===== src/rtl/muldiv_unit.sv =====
// muldiv_unit: iterative multiply/divide unit feeding the HI/LO registers.
// One shift-add (multiply) or restoring (divide) step per cycle, WIDTH steps
// per operation. HI/LO also accept direct writes (MTHI/MTLO) when not busy.
//
// state | meaning
// ------+------------------------------------------------------------
// IDLE  | waiting; MTHI/MTLO accepted, start latches operands
// RUN   | iterating on working registers; HI/LO hold previous values
// FIN   | one-cycle done pulse; behaves like IDLE for start/MTHI/MTLO
module muldiv_unit #(
  parameter int WIDTH = 32
) (
  input  logic             clk,
  input  logic             rst,
  input  logic             start,
  input  logic [1:0]       op,
  input  logic [WIDTH-1:0] A,
  input  logic [WIDTH-1:0] B,
  input  logic             hi_wr,
  input  logic             lo_wr,
  input  logic [WIDTH-1:0] wdata,
  output logic             busy,
  output logic             done,
  output logic [WIDTH-1:0] HI,
  output logic [WIDTH-1:0] LO
);

  localparam int CW = $clog2(WIDTH);
  localparam logic [CW-1:0] LAST = CW'(WIDTH - 1);

  typedef enum logic [1:0] {IDLE = 2'd0, RUN = 2'd1, FIN = 2'd2} state_t;

  state_t           state, state_nxt;
  logic [CW-1:0]    cnt;

  // Latched operation context
  logic             is_div;
  logic             neg_q;   // negate product / quotient
  logic             neg_r;   // negate remainder (dividend was negative)
  logic             dvz;     // divisor was zero
  logic [WIDTH-1:0] a_raw;   // original dividend, returned on divide by zero
  logic [WIDTH-1:0] opnd;    // multiplicand or divisor magnitude

  // Working registers, separate from the architectural HI/LO
  logic [WIDTH:0]   acc_hi;
  logic [WIDTH-1:0] acc_lo;

  // Operand magnitudes at start
  logic             a_sgn, b_sgn;
  logic [WIDTH-1:0] a_mag, b_mag;

  // One iteration and final result
  logic [WIDTH:0]     shifted, diff, sum;
  logic               ge;
  logic [WIDTH:0]     hi_nxt;
  logic [WIDTH-1:0]   lo_nxt;
  logic [2*WIDTH-1:0] prod, prod_s;
  logic [WIDTH-1:0]   res_hi, res_lo;

  // Signed ops take two's-complement magnitudes; unsigned ops pass through
  always_comb begin
    a_sgn = ~op[0] & A[WIDTH-1];
    b_sgn = ~op[0] & B[WIDTH-1];
    a_mag = a_sgn ? (-A) : A;
    b_mag = b_sgn ? (-B) : B;
  end

  // Single multiply or divide step on the working registers, plus final fix-up
  always_comb begin
    shifted = {acc_hi[WIDTH-1:0], acc_lo[WIDTH-1]};
    ge      = (shifted >= {1'b0, opnd});
    diff    = shifted - {1'b0, opnd};
    sum     = acc_hi + {1'b0, (acc_lo[0] ? opnd : {WIDTH{1'b0}})};
    if (is_div) begin
      hi_nxt = ge ? diff : shifted;
      lo_nxt = {acc_lo[WIDTH-2:0], ge};
    end else begin
      hi_nxt = {1'b0, sum[WIDTH:1]};
      lo_nxt = {sum[0], acc_lo[WIDTH-1:1]};
    end
    prod   = {hi_nxt[WIDTH-1:0], lo_nxt};
    prod_s = neg_q ? (-prod) : prod;
    if (is_div) begin
      if (dvz) begin
        res_lo = {WIDTH{1'b1}};
        res_hi = a_raw;
      end else begin
        res_lo = neg_q ? (-lo_nxt) : lo_nxt;
        res_hi = neg_r ? (-hi_nxt[WIDTH-1:0]) : hi_nxt[WIDTH-1:0];
      end
    end else begin
      res_hi = prod_s[2*WIDTH-1:WIDTH];
      res_lo = prod_s[WIDTH-1:0];
    end
  end

  // State register
  always_ff @(posedge clk) begin
    if (rst) state <= IDLE;
    else     state <= state_nxt;
  end

  // Next-state logic
  always_comb begin
    state_nxt = state;
    case (state)
      IDLE, FIN: state_nxt = start ? RUN : IDLE;
      RUN:       state_nxt = (cnt == LAST) ? FIN : RUN;
      default:   state_nxt = IDLE;
    endcase
  end

  // Status outputs decoded from state
  always_comb begin
    busy = (state == RUN);
    done = (state == FIN);
  end

  // Datapath: operand latch, iteration, HI/LO update
  always_ff @(posedge clk) begin
    if (rst) begin
      cnt    <= '0;
      HI     <= '0;
      LO     <= '0;
      is_div <= 1'b0;
      neg_q  <= 1'b0;
      neg_r  <= 1'b0;
      dvz    <= 1'b0;
      a_raw  <= '0;
      opnd   <= '0;
      acc_hi <= '0;
      acc_lo <= '0;
    end else if (state == RUN) begin
      acc_hi <= hi_nxt;
      acc_lo <= lo_nxt;
      if (cnt == LAST) begin
        cnt <= '0;
        HI  <= res_hi;
        LO  <= res_lo;
      end else begin
        cnt <= cnt + CW'(1);
      end
    end else begin
      if (hi_wr) HI <= wdata;
      if (lo_wr) LO <= wdata;
      if (start) begin
        cnt    <= '0;
        is_div <= op[1];
        neg_q  <= a_sgn ^ b_sgn;
        neg_r  <= a_sgn;
        dvz    <= (B == '0);
        a_raw  <= A;
        opnd   <= op[1] ? b_mag : a_mag;
        acc_hi <= '0;
        acc_lo <= op[1] ? a_mag : b_mag;
      end
    end
  end

endmodule


===== config.mk =====
export PLATFORM = sky130hd
export DESIGN_NAME = muldiv_unit
export DESIGN_NICKNAME = d
export VERILOG_FILES = /design/src/rtl/muldiv_unit.sv
export SDC_FILE = /design/constraint.sdc
export NUM_CORES = 1
export LEC_CHECK = 0
export ABC_CLOCK_PERIOD_IN_PS = 10470
export CAP_MARGIN = 40
export CORE_MARGIN = 2
export CORE_UTILIZATION = 35
export DETAILED_ROUTE_END_ITERATION = 7
export PLACE_DENSITY = 0.58
export SETUP_SLACK_MARGIN = 0.5
export SYNTH_ARGS = -nofsm -noshare
export SYNTH_HDL_FRONTEND = slang
export SYNTH_SLANG_ARGS = --single-unit

===== constraint.sdc =====
create_clock -name clk -period 10.47 [get_ports clk]
set_input_delay 2.094 -clock clk [delete_from_list [all_inputs] [get_ports clk]]
set_output_delay 2.094 -clock clk [all_outputs]
set_load 0.01 [all_outputs]

==> results of run 1 <==
-- critical path, stage by stage (launching register included) --
cell and delay [ns]:
dfxtp_1 0.52, inv_1 0.08, ha_1 0.42, a21oi_1 0.29
o21ai_1 0.18, a211oi_2 0.31, o211a_2 0.57, a31oi_1 0.16
buf_4 0.20, inv_1 0.07, ha_1 0.17, o21ai_0 0.13
nor4b_1 0.54, o211ai_1 0.30, or2_2 0.37, or3_1 0.45
or2_2 0.47, o41ai_2 0.35, xor2_1 0.11, a222oi_1 0.30
o22ai_1 0.14
-- path summary, 6_finish.rpt --
path / end / slack [ns] / cells past startpoint
max: HI[22]$_SDFFE_PP0P_ / 4.16 / 20
min: HI[24]$_SDFFE_PP0P_ / 0.45 / 2
max reg2reg: HI[22]$_SDFFE_PP0P_ / 4.16 / 20
min reg2reg: HI[24]$_SDFFE_PP0P_ / 0.45 / 2
-- state kept, by name (all words and copies together) (netlist names) --
register and flops:
acc_lo 32, acc_hi 33, cnt 5, opnd 32
a_raw 32, LO 32, state 2, neg_q 1
dvz 1, is_div 1, HI 32, neg_r 1
-- power by group --
| group | switching [mW] | internal (mW) | leakage [nW] | total (mW) |
|---|---|---|---|---|
| combinational | 0.683 | 0.358 | 5.76 | 1.04 |
| sequential | 0.0646 | 0.830 | 1.67 | 0.894 |
| clock | 0.397 | 0.547 | 0.420 | 0.945 |
-- per-stage QoR --
step,utilization,total power [mW],area (um^2)
6_report,0.413,2.88,21200
2_1_floorplan,-,1.52,18100
5_1_grt,0.413,2.99,21200
3_5_place_dp,0.396,1.92,20300
4_1_cts,0.413,2.86,21200
3_3_place_gp,0.392,1.91,20100
-- cells by family (layout without fill, tap and decap cells) --
kind of cell	Yosys count	after routing	synth area share
compound gates	826	826	0.305
buf+inv	251	330	0.0555
flops	204	204	0.226
xor+xnor	184	184	0.0893
mux	68	68	0.0390
simple gates	919	919	0.235
fa+ha+maj	72	72	0.0507
-- cells in the final DEF, fill, tap and decap left out, drive strengths merged, types with 23 or more instances in the layout --
master and count:
inv 74, a21o 34, nand4 26, a31oi 48, a21oi 256, o221ai 39
and3 25, buf 43, and2 42, dfxtp 204, nand2 362, o211ai 39
o21ai 133, clkdlybuf4s50 166, nor2 228, nor2b 25, nor3 73, ha 70
nand3 59, a211oi 101, o31ai 23, clkbuf 36, xor2 83, xnor2 101
mux2i 50
-- area by class of cell --
class / count / area share
inverter: 76 / 0.0136
clock inverter: 9 / 0.00562
timing repair buffer: 209 / 0.0981
sequential: 204 / 0.193
multi-input combinational: 2069 / 0.614
tap: 680 / 0.0402
clock buffer: 36 / 0.0354
-- metal layers --
layer  share of wire  GRT usage  up-vias  wire [um]
li1                -          -     9336          -
met1            0.44      0.436     9899      37600
met2            0.44      0.487      912      37600
met3           0.075     0.0332      135       6430
met4           0.044      0.121        4       3760
met5         0.00027          0        -         23
==> results.yml, run 1 <==
yosys:
  ys_types: 100
  yosys.area.top_type_share: 0.226
  synthTopCellsByCount: "nand2_1, a21oi_1, nor2_1"
  synth_top_cell_by_area: "dfxtp_1"
  synth_edf_count: 0
  netlist_area_mm2: 0.0181
  avgSynthCellArea_um2: 7.15
  async_flop_share: 0
  synth_flop_cell: "dfxtp_1"
  ys_seq_elements: 204
  seq_area_frac_synth: 0.226
  syn_nets: 2699
  ys_top_cells_by_area: "dfxtp_1, nand2_1, a21oi_1, xnor2_1, ha_1"
  post-synth-top-count-cell: "nand2_1"
  syn_inst: 2524
  synth_warnings: 0
clock_tree:
  htreeDepth: 1
  worstSkewPairLatency_ns: 0.58
  path_clk_slew_ns: 0.07
  clk_path_buf_depth: 3
  cts_tree: "yes"
  cts.sinks: 204
  cts_resized: 0
  cts_setup_buffers: 0
  cts_hold_buf: 0
  root_buffer: "clkbuf_16"
  cts_buffers: 26
timing:
  hold_viol_final: 0
  grt_setup_unrepaired: "false"
  slew-limit-headroom: 0.355
  worst_hold_slack_ns: 0.450
  setup_violations: 0
  fin_crit_ns: 6.31
  finalCritPeriodShare: 0.603
  max_freq_mhz: 158
  fin_skew_ns: 0.0172
  tightestPinTransition_ns: 0.960
  drv_slew: 0
  finalWorstSetupSlack_ns: 4.16
  setup-tns-final_ns: 0
detailed_routing:
  vias: 20300
  dr.pass1.iters: 6
  vias_per_cell: 6.18
  drt_iter0_drc: 2433
  antenna_left: 0
  drc: 0
  wl_per_cell_um: 26.0
  wirelength_um: 85500
floorplanning:
  ios: 169
  rows: 83
  start_util: 0.353
  core_area_mm2: 0.0512
  dieArea_mm2: 0.0534
  die_w_um: 231
  die_y_um: 231
global_routing:
  grt.total_usage: 0.311
  grt_pass1_vias: 18900
  grt_max_degree: 76
  grt_pass1_wl_um: 125000
  antenna_found_initial: 3
  grt-ovfl-total: 0
final_layout:
  multi_input_area_mm2: 0.0130
  area_growth_pct: 17.2
  nFillCells: 5322
  regArea_mm2: 0.00409
  layout.cells.non_filler: 3283
  drive_gt1_frac: 0.0607
  antenna_cells: 0
  nNetsFinal: 2761
place:
  port_buffers: 168
  globalplace.congestion: 0.967
  dpl_worst_slack_ns: 4.26
  dp_hpwl_um: 65800
  placed_cells: 3237
critical_path:
  rr_startpoint: "opnd[22]$_SDFFE_PP0P_"
  cp_max_fo: 17
  startpoint_type: "register"
  worstSetupPathType: "register to register"
  critPathLaunch: "opnd[22]$_SDFFE_PP0P_"
  cp.required_ns: 10.89
  cp-end-kind: "register"
  arrival_ns: 6.73
pwr:
  power.leakage_nw: 7.85
  powerDensity_mw_per_mm2: 136
  ir_drop_uv: 116
hold_path:
  hold_class: "register to register"
  min-delay-start: "HI[24]$_SDFFE_PP0P_"
job:
  maxCapViolCount: 0
status:
  outcome: "completed"
(Power assumes the default switching activity.)
==> inputs of run 2 (changes only) <==
- ABC_CLOCK_PERIOD_IN_PS: 10470 -> 6280
- clock period: 10.47 -> 6.28 ns (I/O delays scaled with it)
==> run 2 against run 1 <==
Count of clock-buffer cells in the layout rose by 2. Final cell count increased by 0.88%. First-iteration DRC count down 4.7%. Sequential share of layout area fell by 0.21 points. Cell area rose by 1.1%. Die area stayed put. Via count grew 0.29%. Worst hold slack better by 0.0036 ns. Combinational power up 68%. Register-to-register slack worse by 3.4 ns. Critical path type unchanged. Largest cell class unchanged. Largest power group unchanged.
==> results.yml, run 2 (same netlist as run 1, synthesis figures left out) <==
status:
  outcome: "completed"
timing:
  tightestPinTransition_ns: 0.986
  hold_viol_final: 0
  fin_crit_ns: 5.52
  fin_skew_ns: 0.0318
  max_freq_mhz: 181
  finalCritPeriodShare: 0.880
  setup_violations: 0
  drv_slew: 0
  grt_setup_unrepaired: "false"
  setup-tns-final_ns: 0
  slew-limit-headroom: 0.336
detailed_routing:
  drc: 0
  wl_per_cell_um: 25.7
  dr.pass1.iters: 6
  vias_per_cell: 6.14
  antenna_left: 0
  wirelength_um: 85200
  vias: 20300
  drt_iter0_drc: 2318
global_routing:
  grt.total_usage: 0.308
  grt_pass1_wl_um: 124000
  grt_max_degree: 69
  grt_pass1_vias: 18700
  antenna_found_initial: 3
  grt-ovfl-total: 0
clock_tree:
  path_clk_slew_ns: 0.07
  cts_buffers: 27
  cts.sinks: 204
  cts_hold_buf: 0
  htreeDepth: 1
  root_buffer: "clkbuf_16"
  clk_path_buf_depth: 3
  worstSkewPairLatency_ns: 0.60
  cts_tree: "yes"
critical_path:
  path_cells: "inv_1, ha_1, a21oi_1, o21ai_0, a211oi_2, o211a_2, a31oi_1, inv_1, ha_1, o21ai_0, nor4b_2, o211ai_1, or2_2, or3_1, or2_2, o41ai_2, xor2_1, o221a_1, nor4_1"
  critPathLaunch: "opnd[18]$_SDFFE_PP0P_"
  startpoint_type: "register"
  cp-end-kind: "register"
  cpMaxStageDelayCell: "or2_2"
  worstSetupPathType: "register to register"
  arrival_ns: 6.02
  rr_startpoint: "opnd[18]$_SDFFE_PP0P_"
  cp_max_fo: 11
  cp.required_ns: 6.78
  slowest_delay_ns: 0.44
final_layout:
  regMostFlops: "acc_hi"
  nFillCells: 5350
  largest_reg_flops: 33
  antenna_cells: 0
  mostFrequentLayoutCells: "nand2_1, a21oi_1, nor2_1"
  area_growth_pct: 18.5
  nNetsFinal: 2788
  layout.cells.non_filler: 3312
  drive_gt1_frac: 0.0722
  fin_area_mm2: 0.0214
  mostFrequentLayoutCell: "nand2_1"
hold_path:
  hold_class: "register to register"
  min-delay-start: "HI[3]$_SDFFE_PP0P_"
floorplanning:
  ios: 169
  die_w_um: 231
  dieArea_mm2: 0.0534
  rows: 83
  start_util: 0.353
  die_y_um: 231
  core_area_mm2: 0.0512
pwr:
  powerDensity_mw_per_mm2: 228
  ir_drop_uv: 210
  power.leakage_nw: 8.01
  finalPower_mw: 4.87
place:
  port_buffers: 168
  dp_hpwl_um: 66600
  placed_area_mm2: 0.0205
  placed_cells: 3264
  globalplace.congestion: 1.03
job:
  maxCapViolCount: 0
## run 2: cell count changes in the layout (fill, tap and decap cells not counted), sizes merged
cell	before	now
inv	74	75
clkbuf	36	38
buf	43	69
## run 2: power by group
part	leakage [nW]	switching, mW	internal [mW]
combinational	5.89	1.14	0.613
sequential	1.67	0.100	1.38
clock	0.446	0.679	0.953
total	8.01	1.92	2.95
## run 2: per-stage QoR
step	utilization	hold WS (ns)	setup slack, ns
after CTS	0.417	0.457	0.523
after detailed placement	0.400	0.446	0.557
after global routing	0.418	0.476	0.500
final	0.418	0.454	0.756
after global placement	0.397	0.441	0.721
after floorplan	-	0.433	0.617
## run 2: repair_timing
action | in CTS | in global routing
resized for setup | 0 | 3
setup buffers | 0 | 0
endpoints found under the hold margin | 0 | 0
setup endpoints to repair | 0 | 16
## run 2: area by class of cell
class	count	area (um^2)	area share
clock buffers	38	787	0.0368
multi-input cells	2069	13000	0.608
repair buffers	235	2250	0.105
inverters	76	288	0.0135
flip-flops and latches	204	4090	0.191
clock inverters	10	120	0.00562
well taps	680	851	0.0398
## run 2: final timing paths
| check | cells after the start | to | slack [ns] |
|---|---|---|---|
| worst max register to register | 19 | HI[30]$_SDFFE_PP0P_ | 0.76 |
| worst max-delay path | 19 | HI[30]$_SDFFE_PP0P_ | 0.76 |
| worst min-delay path | 2 | HI[3]$_SDFFE_PP0P_ | 0.45 |
| worst min register to register | 2 | HI[3]$_SDFFE_PP0P_ | 0.45 |
## run 2: routing by layer
layer,share of wire,wire length (um),up-vias,GRT usage
met5,0.00015,13,-,0
met4,0.047,4030,2,0.131
met3,0.091,7770,160,0.0496
met2,0.43,37000,1012,0.476
met1,0.43,36400,9799,0.423
li1,-,-,9372,-
## run 2: critical path: cells and delay by family, from the launching register on
| kind | cells | cell delay (ns) |
|---|---|---|
| AOI/OAI and AO/OA | 9 | 2.33 |
| and+or+nand+nor | 5 | 1.87 |
| adders and majority gates | 2 | 0.57 |
| DFF | 1 | 0.35 |
| buffers and inverters | 2 | 0.22 |
| xor gates and xnor gates | 1 | 0.11 |
